### config.mk
export PLATFORM = sky130hd
export DESIGN_NAME = div_result_bcd
export DESIGN_NICKNAME = d
export VERILOG_FILES = /design/src/rtl/div_result_bcd.sv
export SDC_FILE = /design/constraint.sdc
export NUM_CORES = 1
export LEC_CHECK = 0
export CAP_MARGIN = 20
export CORE_UTILIZATION = 35
export CTS_CLUSTER_SIZE = 8
export DETAILED_ROUTE_END_ITERATION = 8
export PLACE_DENSITY = 0.62
export SYNTH_ARGS = -nofsm -noshare
export SYNTH_HDL_FRONTEND = slang
export SYNTH_SLANG_ARGS = --single-unit
### constraint.sdc
create_clock -name clk -period 3.13 [get_ports clk]
set_input_delay 0.626 -clock clk [delete_from_list [all_inputs] [get_ports clk]]
set_output_delay 0.626 -clock clk [all_outputs]
set_load 0.03 [all_outputs]
### src/rtl/div_result_bcd.sv
// Purpose : binary-to-BCD converter for the divider quotient (double-dabble, one bit per clock).
// Latency : valid rises 16 clocks after the done_in rising edge that starts a conversion.
// Backpr. : a result is held with valid=1 until ack; a new done_in edge overwrites an unacknowledged result.
//
// Ports:
//   clk, rst  - rising-edge clock, synchronous active-high reset
//   done_in   - divider done level; only its rising edge starts a conversion
//   quotient  - 16-bit unsigned value to convert, sampled on the done_in rising edge
//   ack       - consumer has taken bcd (only meaningful while a result is held)
//   bcd       - five BCD digits, [19:16] ten-thousands ... [3:0] units
//   valid     - bcd holds a new, unacknowledged result
//   busy      - conversion in progress
//
// Compile-time option: DIV_BCD_BLANK_EN - leading zero digits above the most
// significant nonzero digit are written as 4'hF; the units digit is never blanked.
module div_result_bcd (
    input  logic        clk,
    input  logic        rst,
    input  logic        done_in,
    input  logic [15:0] quotient,
    input  logic        ack,
    output logic [19:0] bcd,
    output logic        valid,
    output logic        busy
);

    typedef enum logic [1:0] {
        IDLE = 2'd0,
        CONV = 2'd1,
        HOLD = 2'd2
    } state_t;

    state_t      state_q, state_d;
    logic        done_d_q;
    logic [15:0] shift_q, shift_d;
    logic [19:0] scratch_q, scratch_d;
    logic [4:0]  cnt_q, cnt_d;
    logic [19:0] bcd_q, bcd_d;
    logic        valid_q, valid_d;
    logic        busy_q, busy_d;

    logic        capture;
    logic [19:0] adj;
    logic [19:0] dabble_scratch;
    logic [15:0] dabble_shift;

`ifdef DIV_BCD_BLANK_EN
    // Replace leading zero digits with the blank code, scanning from the top
    // digit down; digit 0 is excluded so zero still shows as a single 0.
    function automatic logic [19:0] fmt_bcd(input logic [19:0] v);
        logic [19:0] r;
        logic        lead;
        r    = v;
        lead = 1'b1;
        for (int i = 4; i >= 1; i--) begin
            if (lead && (v[4*i +: 4] == 4'd0)) begin
                r[4*i +: 4] = 4'hF;
            end else begin
                lead = 1'b0;
            end
        end
        return r;
    endfunction
`else
    function automatic logic [19:0] fmt_bcd(input logic [19:0] v);
        return v;
    endfunction
`endif

    // Only the rising edge of the done level counts; done_d_q resets high so a
    // level already present at reset release is not mistaken for an edge.
    assign capture = done_in & ~done_d_q;

    // One double-dabble step: add-3 correction on every digit >= 5, then shift
    // the combined {scratch, shift} register left by one bit.
    always_comb begin
        adj = scratch_q;
        for (int i = 0; i < 5; i++) begin
            if (scratch_q[4*i +: 4] >= 4'd5) begin
                adj[4*i +: 4] = scratch_q[4*i +: 4] + 4'd3;
            end
        end
        dabble_scratch = {adj[18:0], shift_q[15]};
        dabble_shift   = {shift_q[14:0], 1'b0};
    end

    always_comb begin
        state_d   = state_q;
        shift_d   = shift_q;
        scratch_d = scratch_q;
        cnt_d     = cnt_q;
        bcd_d     = bcd_q;
        valid_d   = valid_q;

        case (state_q)
            IDLE, HOLD: begin
                // A new edge wins over a simultaneous ack and discards any held result.
                if (capture) begin
                    shift_d   = quotient;
                    scratch_d = 20'd0;
                    cnt_d     = 5'd0;
                    valid_d   = 1'b0;
                    state_d   = CONV;
                end else if ((state_q == HOLD) && ack) begin
                    valid_d = 1'b0;
                    state_d = IDLE;
                end
            end
            CONV: begin
                scratch_d = dabble_scratch;
                shift_d   = dabble_shift;
                cnt_d     = cnt_q + 5'd1;
                // Sixteenth step: the post-shift scratch is the finished result.
                if (cnt_q == 5'd15) begin
                    bcd_d   = fmt_bcd(dabble_scratch);
                    valid_d = 1'b1;
                    state_d = HOLD;
                end
            end
            default: begin
                valid_d = 1'b0;
                state_d = IDLE;
            end
        endcase

        busy_d = (state_d == CONV);
    end

    always_ff @(posedge clk) begin
        if (rst) begin
            state_q   <= IDLE;
            done_d_q  <= 1'b1;
            shift_q   <= 16'd0;
            scratch_q <= 20'd0;
            cnt_q     <= 5'd0;
            bcd_q     <= 20'd0;
            valid_q   <= 1'b0;
            busy_q    <= 1'b0;
        end else begin
            state_q   <= state_d;
            done_d_q  <= done_in;
            shift_q   <= shift_d;
            scratch_q <= scratch_d;
            cnt_q     <= cnt_d;
            bcd_q     <= bcd_d;
            valid_q   <= valid_d;
            busy_q    <= busy_d;
        end
    end

    assign bcd   = bcd_q;
    assign valid = valid_q;
    assign busy  = busy_q;

endmodule

==> impl_results.md, run 1 <==
* Clock root buffer: clkbuf_8
* Worst reg2reg path endpoint: bcd[5]
* Crit Path Max Fanout at 9
* Sink Count at 66
* Area added between synthesis and finish at 20.2%
* Compound-cell area share of the yosys netlist at 0.231
* Clk_lat worst skew at 0.34 ns
* Minimum clock period at 2.06 ns
* R2r startpoint: cnt_q[0]
* Syn Area/Cell at 8.68 sq um
* Final Max Tran Viols at 0
* Max Cap Viol at 0
* CP Class: flop to flop
* H-tree depth at 3
* IO Count at 42
* WP data required at 3.40 ns
* Final-layout fill cell count at 833
* Worst min path class: flop to flop
* Yosys top cell by area: dfxtp_1
* Sequential area share after synthesis at 0.432
* CTS Buf Count at 9
* Hold path start: bcd[2]
* Nets at 418
* Antenna-violating nets left at 0
* Number of global-route vias before repair at 2367
* Post-DR wirelength/cell at 13.4 um
* Net Count, Synth at 385
* Synth area leaders: dfxtp_1 (43%), ha_1 (5.3%), nor2_1 (4.9%)
* IO Port Bufs at 41
* Status: completed
* Clock Pin Slew Worst Setup and Hold Paths at 0.07 ns
* # resized after CTS at 0
* Setup violators final at 0
* Hold Path Cell Cnt at 2
* WHS at 0.454 ns
* Commonest non-fill, non-tap cell in the layout: dfxtp_1
* Mapped Area at 0.00306 sq mm
* Yosys cell types at 38
* Die area at 0.00911 sq mm
* Number of synthesis warnings at 0
* Post-synthesis mux area share at 0
* Tcrit/Tclk final at 0.658
* Die Span X at 95.5 um
* Buffer depth of the longest clock path at 2
* Gr ovfl total at 0
* Row cnt at 33
* Post-synthesis simple-gate area fraction at 0.210
* Headroom to the max-slew limit at 0.325
* Total wire length at 6.63 mm
* CTS tree: yes
* Hold endpoint: bcd[2]
* Layout Skew at 0.00906 ns
* Fmax at 0.485 GHz
* Vias per inst at 5.15
* Worst setup EP type: flop
* Gpl congestion at 0.735
* Dpl hpwl at 4.43 mm
* First-pass GRT wire length at 11.2 mm
* Tot GR Track Use at 0.160
* Post-Synth Adder-Cell Area at 0.0532
* RSZ-0062 raised after global routing: false
* Final Cell Area at 0.00367 sq mm
* Post-synthesis xor/xnor area fraction at 0.0143
* Count of hold-fix buffers inserted at cts at 0
* R2R Setup Slk at 1.07 ns
* Remaining DRCs at 0
* Core region area at 0.00834 sq mm
* Mapped Cells at 352
* TritonRoute pass-1 iters at 4
* Routed vias at 2546
* Most frequent cells in the layout: dfxtp_1 (66), nor2_1 (40), clkdlybuf4s50_1 (40), nand2_1 (39), a21oi_1 (27)
* Share of cells above drive strength 1 at 0.0874
* Final Hold Viols at 0
* Reg2Reg Depth at 7
* Startpoint Class: flop
* Final Core Density at 0.441
* Initial antenna violation count at 0
* Top-area cell type share of the netlist area at 0.432
* Critical path data arrival time at 2.33 ns
* Power per cell area at 434 mW/mm^2
* Detailed router's first-iteration violation count at 117
* Setup TNS Final at 0 ns
* Die height at 95.5 um
* Seq cells post-synth at 66
* N_diodes at 0
* Worst-Margin Slew at 1.01 ns
* Post-CTS setup buffers at 0
* Largest family of logic cells by synthesized area: compound AO/OA/AOI/OAI gates
* Peak VDD IR at 0.000173 V
* Leak Pwr at 1.28 nW
* Largest net degree at the start of global routing at 44
* Placed cell area at 0.00352 sq mm
* Flip-flop and latch area at 0.00132 sq mm
* Multi-input logic area at 0.00156 sq mm
* Initial Utilization at 0.366
[logic make-up after synthesis]
logic type               Yosys count
AND/OR/NAND/NOR                  129
AO/OA/AOI/OAI                    101
flip-flops                        66
buffers and inverters             38
adder cells (fa/ha/maj)           13
XOR/XNOR                           5
[cell usage after synthesis]
master and count:
a211oi_2 3, xnor2_1 5, buf_2 11, a21o_1 4, nand3b_1 5, clkbuf_1 11
o21a_1 1, nand4_1 1, a22oi_1 3, and2_1 1, o21ai_1 1, a211o_1 5
o21ai_0 15, nor4bb_1 1, dfxtp_1 66, o211ai_1 1, or2_2 1, nor3_2 5
o2bb2ai_1 8, a311oi_1 15, a211oi_1 11, and3_1 1, or4_1 1, ha_1 13
nor2_1 40, nand4b_1 1, nand2b_1 9, a31oi_1 1, a21oi_1 27, inv_1 12
nand2_1 39, a22o_1 6, nand3_1 6, nor3_1 6, buf_6 3, buf_1 1
nor2b_2 1, nor3b_1 11
[layout make-up]
type / count / area share
multi-input combinational: 248 / 0.425
sequential: 66 / 0.360
timing repair buffer: 48 / 0.125
tap: 105 / 0.0358
clock buffer: 9 / 0.0337
inverter: 12 / 0.0123
clock inverter: 6 / 0.00953
[how the worst max path moves through the flow]
stage               slack, ns           end     start  depth (start not counted)
floorplan                1.54       bcd[11]  cnt_q[0]                          8
global placement         0.82  scratch_q[6]   done_in                          5
detailed placement       0.76  scratch_q[2]   done_in                          5
CTS                      1.03        bcd[9]  cnt_q[0]                          7
global route             0.88        bcd[9]  cnt_q[0]                          7
finish                   1.07        bcd[5]  cnt_q[0]                          7
[stage by stage]
step | total power [mW] | std cells | worst slack, ns
6_report | 1.59 | 494 | 1.07
5_1_grt | 1.68 | 494 | 0.876
4_1_cts | 1.61 | 494 | 1.03
3_5_place_dp | 1.01 | 479 | 0.756
3_3_place_gp | 1.01 | 479 | 0.817
2_1_floorplan | 0.968 | 352 | 1.54
[flip-flops by register name (all words and copies together), names as in the netlist]
signal / count
bcd: 20
busy: 1
cnt_q: 5
done_d_q: 1
scratch_q: 20
shift_q: 16
state_q: 2
valid: 1
[power by group]
| group | total [mW] | internal (mW) | switching, mW |
|---|---|---|---|
| registers | 0.873 | 0.861 | 0.0125 |
| clock network | 0.600 | 0.277 | 0.324 |
| logic | 0.120 | 0.0517 | 0.0682 |
[worst max-delay path, stage by stage (launching register included)]
cell and delay (ns):
dfxtp_1 0.41, ha_1 0.20, and3_1 0.20, ha_1 0.20, and2_1 0.39, buf_4 0.27, nand2b_1 0.15, o21ai_0 0.18
[metal layers]
| layer | up-vias | GRT usage | wire, um |
|---|---|---|---|
| met4 | 0 | 0.0460 | 61 |
| met1 | 1168 | 0.219 | 3430 |
| met5 | - | 0 | 0 |
| met2 | 59 | 0.238 | 2850 |
| met3 | 6 | 0.0534 | 288 |
| li1 | 1313 | - | - |
(Power assumes the default switching activity.)
==> inputs of run 2 (changes only) <==
--- a/config.mk
+++ b/config.mk
@@ -9,7 +9,7 @@
 export CORE_UTILIZATION = 35
 export CTS_CLUSTER_SIZE = 8
 export DETAILED_ROUTE_END_ITERATION = 8
-export PLACE_DENSITY = 0.62
+export PLACE_DENSITY = 0.64
 export SYNTH_ARGS = -nofsm -noshare
 export SYNTH_HDL_FRONTEND = slang
 export SYNTH_SLANG_ARGS = --single-unit
==> constraint.sdc (replaced) <==
create_clock -name clk -period 1.66 [get_ports clk]
set_input_delay 0.332 -clock clk [delete_from_list [all_inputs] [get_ports clk]]
set_output_delay 0.332 -clock clk [all_outputs]
set_load 0.03 [all_outputs]
==> impl_results.md, run 2 (synthesis results as in run 1) <==
* Detailed router's first-iteration violation count at 122
* Placed cell area at 0.00367 sq mm
* Worst path slowest cell: or4_1
* Final Hold Viols at 0
* Initial Utilization at 0.366
* Crit path buffers/inverters at 1
* Final-layout fill cell count at 817
* Final Core Density at 0.470
* Minimum clock period at 1.59 ns
* Final Cell Area at 0.00392 sq mm
* Gr ovfl total at 0
* Tcrit/Tclk final at 0.955
* Largest net degree at the start of global routing at 19
* Antenna-violating nets left at 0
* Pre-CTS WS at -0.295 ns
* WP data required at 1.94 ns
* CP Class: flop to flop
* Layout Skew at 0.00822 ns
* Remaining DRCs at 0
* CTS Buf Count at 9
* Nets at 438
* RSZ-0062 raised after global routing: true
* Setup violators final at 0
* Die height at 95.5 um
* Initial antenna violation count at 0
* Peak VDD IR at 0.000418 V
* Clk_lat worst skew at 0.34 ns
* Share of cells above drive strength 1 at 0.161
* Most frequent cells in the layout: dfxtp_1 (63), nor2_1 (39), nand2_1 (39), a21oi_1 (27), buf_4 (24)
* Clock root buffer: clkbuf_8
* Die area at 0.00911 sq mm
* First-pass GRT wire length at 11.0 mm
* Vias per inst at 5.18
* CP dominant cell by count: ha_4
* Clock Pin Slew Worst Setup and Hold Paths at 0.07 ns
* Final Max Tran Viols at 0
* Count of hold-fix buffers inserted at cts at 0
* H-tree depth at 3
* Multi-input logic area at 0.00162 sq mm
* Core region area at 0.00834 sq mm
* IO Port Bufs at 41
* Status: completed
* Die Span X at 95.5 um
* N_diodes at 0
* Final WS setup at 0.0742 ns
* Post-DR wirelength/cell at 12.9 um
* Tot GR Track Use at 0.157
* Reg2Reg Depth at 7
* Area added between synthesis and finish at 28.4%
* WP depth at 7
* Critical path data arrival time at 1.87 ns
* Headroom to the max-slew limit at 0.664
* Power per cell area at 836 mW/mm^2
* Worst setup EP type: flop
* Gpl congestion at 0.804
* Leak Pwr at 1.52 nW
* Hold Path Cell Cnt at 2
* CTS tree: yes
* TritonRoute pass-1 iters at 4
* Commonest non-fill, non-tap cell in the layout: dfxtp_1
* Total wire length at 6.63 mm
* Fmax at 0.631 GHz
* Routed vias at 2667
* Buffer depth of the longest clock path at 2
* Dpl hpwl at 4.64 mm
* Max Cap Viol at 0
* Number of global-route vias before repair at 2366
* Sink Count at 66
* CP cell instances: ha_4, and3_4, ha_4, nand2_1, buf_6, or4_1, nand3_1
* Worst min path class: input port to flop
* IO Count at 42
* Startpoint Class: flop
* Row cnt at 33
* Crit Path Max Fanout at 6
* Flip-flop and latch area at 0.00133 sq mm
* CP delay by family, top: simple AND/OR/NAND/NOR gates
* Worst-Margin Slew at 0.503 ns
* Largest stage delay on the critical path at 0.39 ns
-- run 2: cell count changes in the layout (fill, tap and decap cells not counted), moves of 3 or more --
| cell | delta |
|---|---|
| dlygate4sd2_1 | +22 |
| buf_4 | +17 |
| a211oi_2 | +3 |
| clkinv_2 | -3 |
| a211oi_1 | -3 |
| dfxtp_1 | -3 |
| dfxtp_2 | +3 |
| clkdlybuf4s50_1 | -22 |
| ha_1 | -3 |
-- run 2: metal layers --
layer	routed length (um)	global-route usage
met5	0	0
met4	69	0.0485
met3	378	0.0494
met2	3000	0.245
met1	3180	0.206
-- run 2: final cells by class --
class | count | area share
Multi-Input combinational cell | 248 | 0.412
Sequential cell | 66 | 0.338
Timing Repair Buffer | 68 | 0.153
Clock buffer | 12 | 0.0395
Tap cell | 105 | 0.0335
Clock inverter | 4 | 0.0128
Inverter | 12 | 0.0115
-- run 2: repair_timing --
item                                    CTS  global route
gates resized for setup                  30             9
buffers inserted                          0             1
pin swaps                                 1             0
endpoints found under the setup margin   27            19
-- run 2: worst paths after layout --
check                              start          to  slack (ns)
worst max register to register  cnt_q[0]     bcd[17]        0.07
worst min-delay path                 rst  shift_q[0]        0.35
worst max-delay path            cnt_q[0]     bcd[17]        0.07
worst min register to register   bcd[10]     bcd[10]        0.45
-- run 2: report_power, final --
| part | total (mW) | switching (mW) | leakage (nW) | internal, mW |
|---|---|---|---|---|
| Sequential | 1.65 | 0.0224 | 0.536 | 1.62 |
| Combinational | 0.254 | 0.135 | 0.882 | 0.118 |
| Clock | 1.38 | 0.606 | 0.0986 | 0.774 |
-- run 2: stage by stage --
| stage | hold slack (ns) | cells | setup TNS [ns] | total power [mW] |
|---|---|---|---|---|
| 5_1_grt | 0.367 | 515 | -0.00902 | 3.41 |
| 3_3_place_gp | 0.444 | 498 | -4.53 | 1.93 |
| 6_report | 0.352 | 515 | 0 | 3.28 |
| 3_5_place_dp | 0.449 | 498 | -5.35 | 1.93 |
| 4_1_cts | 0.346 | 514 | 0 | 3.31 |
| 2_1_floorplan | 0.439 | 352 | 0 | 1.83 |
-- run 2: worst reg2reg max path: stages (launching register included) --
cell and delay (ns):
dfxtp_2 0.36, ha_4 0.14, and3_4 0.21, ha_4 0.14, nand2_1 0.07, buf_6 0.14, or4_1 0.39, nand3_1 0.09
==> inputs of run 3 (changes only) <==
--- a/config.mk
+++ b/config.mk
@@ -6,6 +6,7 @@
 export NUM_CORES = 1
 export LEC_CHECK = 0
 export CAP_MARGIN = 20
+export CORE_MARGIN = 1.5
 export CORE_UTILIZATION = 35
 export CTS_CLUSTER_SIZE = 8
 export DETAILED_ROUTE_END_ITERATION = 8
==> impl_results.md, run 3 (synthesis results as in run 1) <==
* Clock power share at 0.437
* Worst setup EP type: flop
* Core region area at 0.00834 sq mm
* Count of hold-fix buffers inserted at cts at 0
* Switching Share at 0.225
* Gpl congestion at 0.775
* Startpoint Class: flop
* Die area at 0.00930 sq mm
* Commonest non-fill, non-tap cell in the layout: dfxtp_1
* Comb power frac at 0.077
* Minimum clock period at 1.60 ns
* Remaining DRCs at 0
* Share of cells above drive strength 1 at 0.169
* Total wire length at 6.95 mm
* Die height at 96.5 um
* Clock Pin Slew Worst Setup and Hold Paths at 0.07 ns
* H-tree depth at 3
* Most frequent cells in the layout: dfxtp_1 (62), nor2_1 (39), nand2_1 (38), buf_4 (27), a21oi_1 (25)
* Clock root buffer: clkbuf_8
* CTS tree: yes
* Routed vias at 2695
* Headroom to the max-slew limit at 0.662
* Reg power frac at 0.485
* Crit Path Max Fanout at 6
* Nets at 442
* Placed cell area at 0.00369 sq mm
* Dpl hpwl at 4.73 mm
* Gr ovfl total at 0
* Setup violators final at 0
* Post-DR wirelength/cell at 13.4 um
* Fmax at 0.623 GHz
* Area added between synthesis and finish at 30.9%
* Setup TNS Final at 0 ns
* Final Cell Area at 0.00400 sq mm
* Leak Pwr at 1.58 nW
* TritonRoute pass-1 iters at 4
* Worst min path class: input port to flop
* Status: completed
* Buffer depth of the longest clock path at 2
* R2R Setup Slk at 0.06 ns
* Antenna-violating nets left at 0
* Tcrit/Tclk final at 0.966
* Final-layout fill cell count at 805
* Max Cap Viol at 0
* Layout Skew at 0.00672 ns
* First-pass GRT wire length at 12.0 mm
* Initial Utilization at 0.366
* Worst-Margin Slew at 0.507 ns
* IO Count at 42
* WP data required at 1.94 ns
* Vias per inst at 5.19
* Detailed router's first-iteration violation count at 123
* IO Port Bufs at 41
* CP Class: flop to flop
* Switching pwr at 0.763 mW
* Critical path data arrival time at 1.88 ns
* Final Max Tran Viols at 0
* Die Span X at 96.5 um
* Power per cell area at 848 mW/mm^2
* Tot GR Track Use at 0.166
* Internal power at 2.63 mW
* Initial antenna violation count at 0
* Largest net degree at the start of global routing at 22
* Number of global-route vias before repair at 2606
* Sink Count at 66
* N_diodes at 0
* Clk_lat worst skew at 0.34 ns
* CTS Buf Count at 9
* Peak VDD IR at 0.000437 V
* Final Hold Viols at 0
* Row cnt at 33
==> run 3: cell count changes in the layout (fill, tap and decap cells not counted), sizes merged <==
cell / change
clkinv: +1
clkbuf: -1
clkinvlp: -1
bufinv: +1
bufbuf: +1
buf: +3
==> run 3: metal layers <==
layer  global-route usage  wire (um)  vias to the layer above
met1                0.209       3290                     1261
li1                     -          -                     1366
met3               0.0493        341                       12
met5                    0          0                        -
met4               0.0543         93                        0
met2                0.269       3220                       56
==> run 3: power by group through the flow <==
stage,Combinational [mW],Sequential [mW],Clock (mW)
2_1_floorplan,0.147,1.68,0
3_3_place_gp,0.254,1.68,0
3_5_place_dp,0.258,1.68,0
4_1_cts,0.258,1.64,1.52
5_1_grt,0.290,1.65,1.59
6_report,0.262,1.65,1.48
==> run 3: path summary, 6_finish.rpt <==
kind	start	endpoint	cells past startpoint
worst max-delay path	cnt_q[0]	bcd[14]	7
worst min register to register	bcd[14]	bcd[14]	2
worst max register to register	cnt_q[0]	bcd[14]	7
worst min-delay path	rst	state_q[1]	2
==> run 3: critical path, cell delays in order, from the launching register on <==
cell and delay (ns):
dfxtp_2 0.36, ha_4 0.14, and3_4 0.19, ha_4 0.15, nand2_4 0.06, bufbuf_16 0.27
a211o_1 0.24, a21oi_1 0.13
==> run 3: through the flow <==
| stage | cells | setup slack [ns] | total power, mW | util | hold slack [ns] |
|---|---|---|---|---|---|
| detailed placement | 499 | -0.297 | 1.94 | 0.443 | 0.446 |
| floorplan | 352 | 0.0695 | 1.83 | - | 0.439 |
| CTS | 517 | 0.0296 | 3.42 | 0.473 | 0.318 |
| finish | 519 | 0.0557 | 3.39 | 0.480 | 0.329 |
| global placement | 499 | -0.274 | 1.93 | 0.443 | 0.445 |
| global route | 519 | -0.0122 | 3.53 | 0.480 | 0.364 |
==> run 3: what timing repair did <==
action,4_1_cts,5_1_grt
buffers inserted,1,2
pin swaps,0,1
resized for setup,29,10
endpoints found under the setup margin,27,23
gates cloned,1,0
==> run 3: cell type report <==
class / instances / area [sq um] / area share
Multi-Input combinational cell: 248 / 1610 / 0.404
Clock inverter: 5 / 77.6 / 0.0194
Clock buffer: 11 / 141 / 0.0353
Tap cell: 105 / 131 / 0.0328
Timing Repair Buffer: 72 / 664 / 0.166
Sequential cell: 66 / 1330 / 0.332
Inverter: 12 / 45.0 / 0.0113
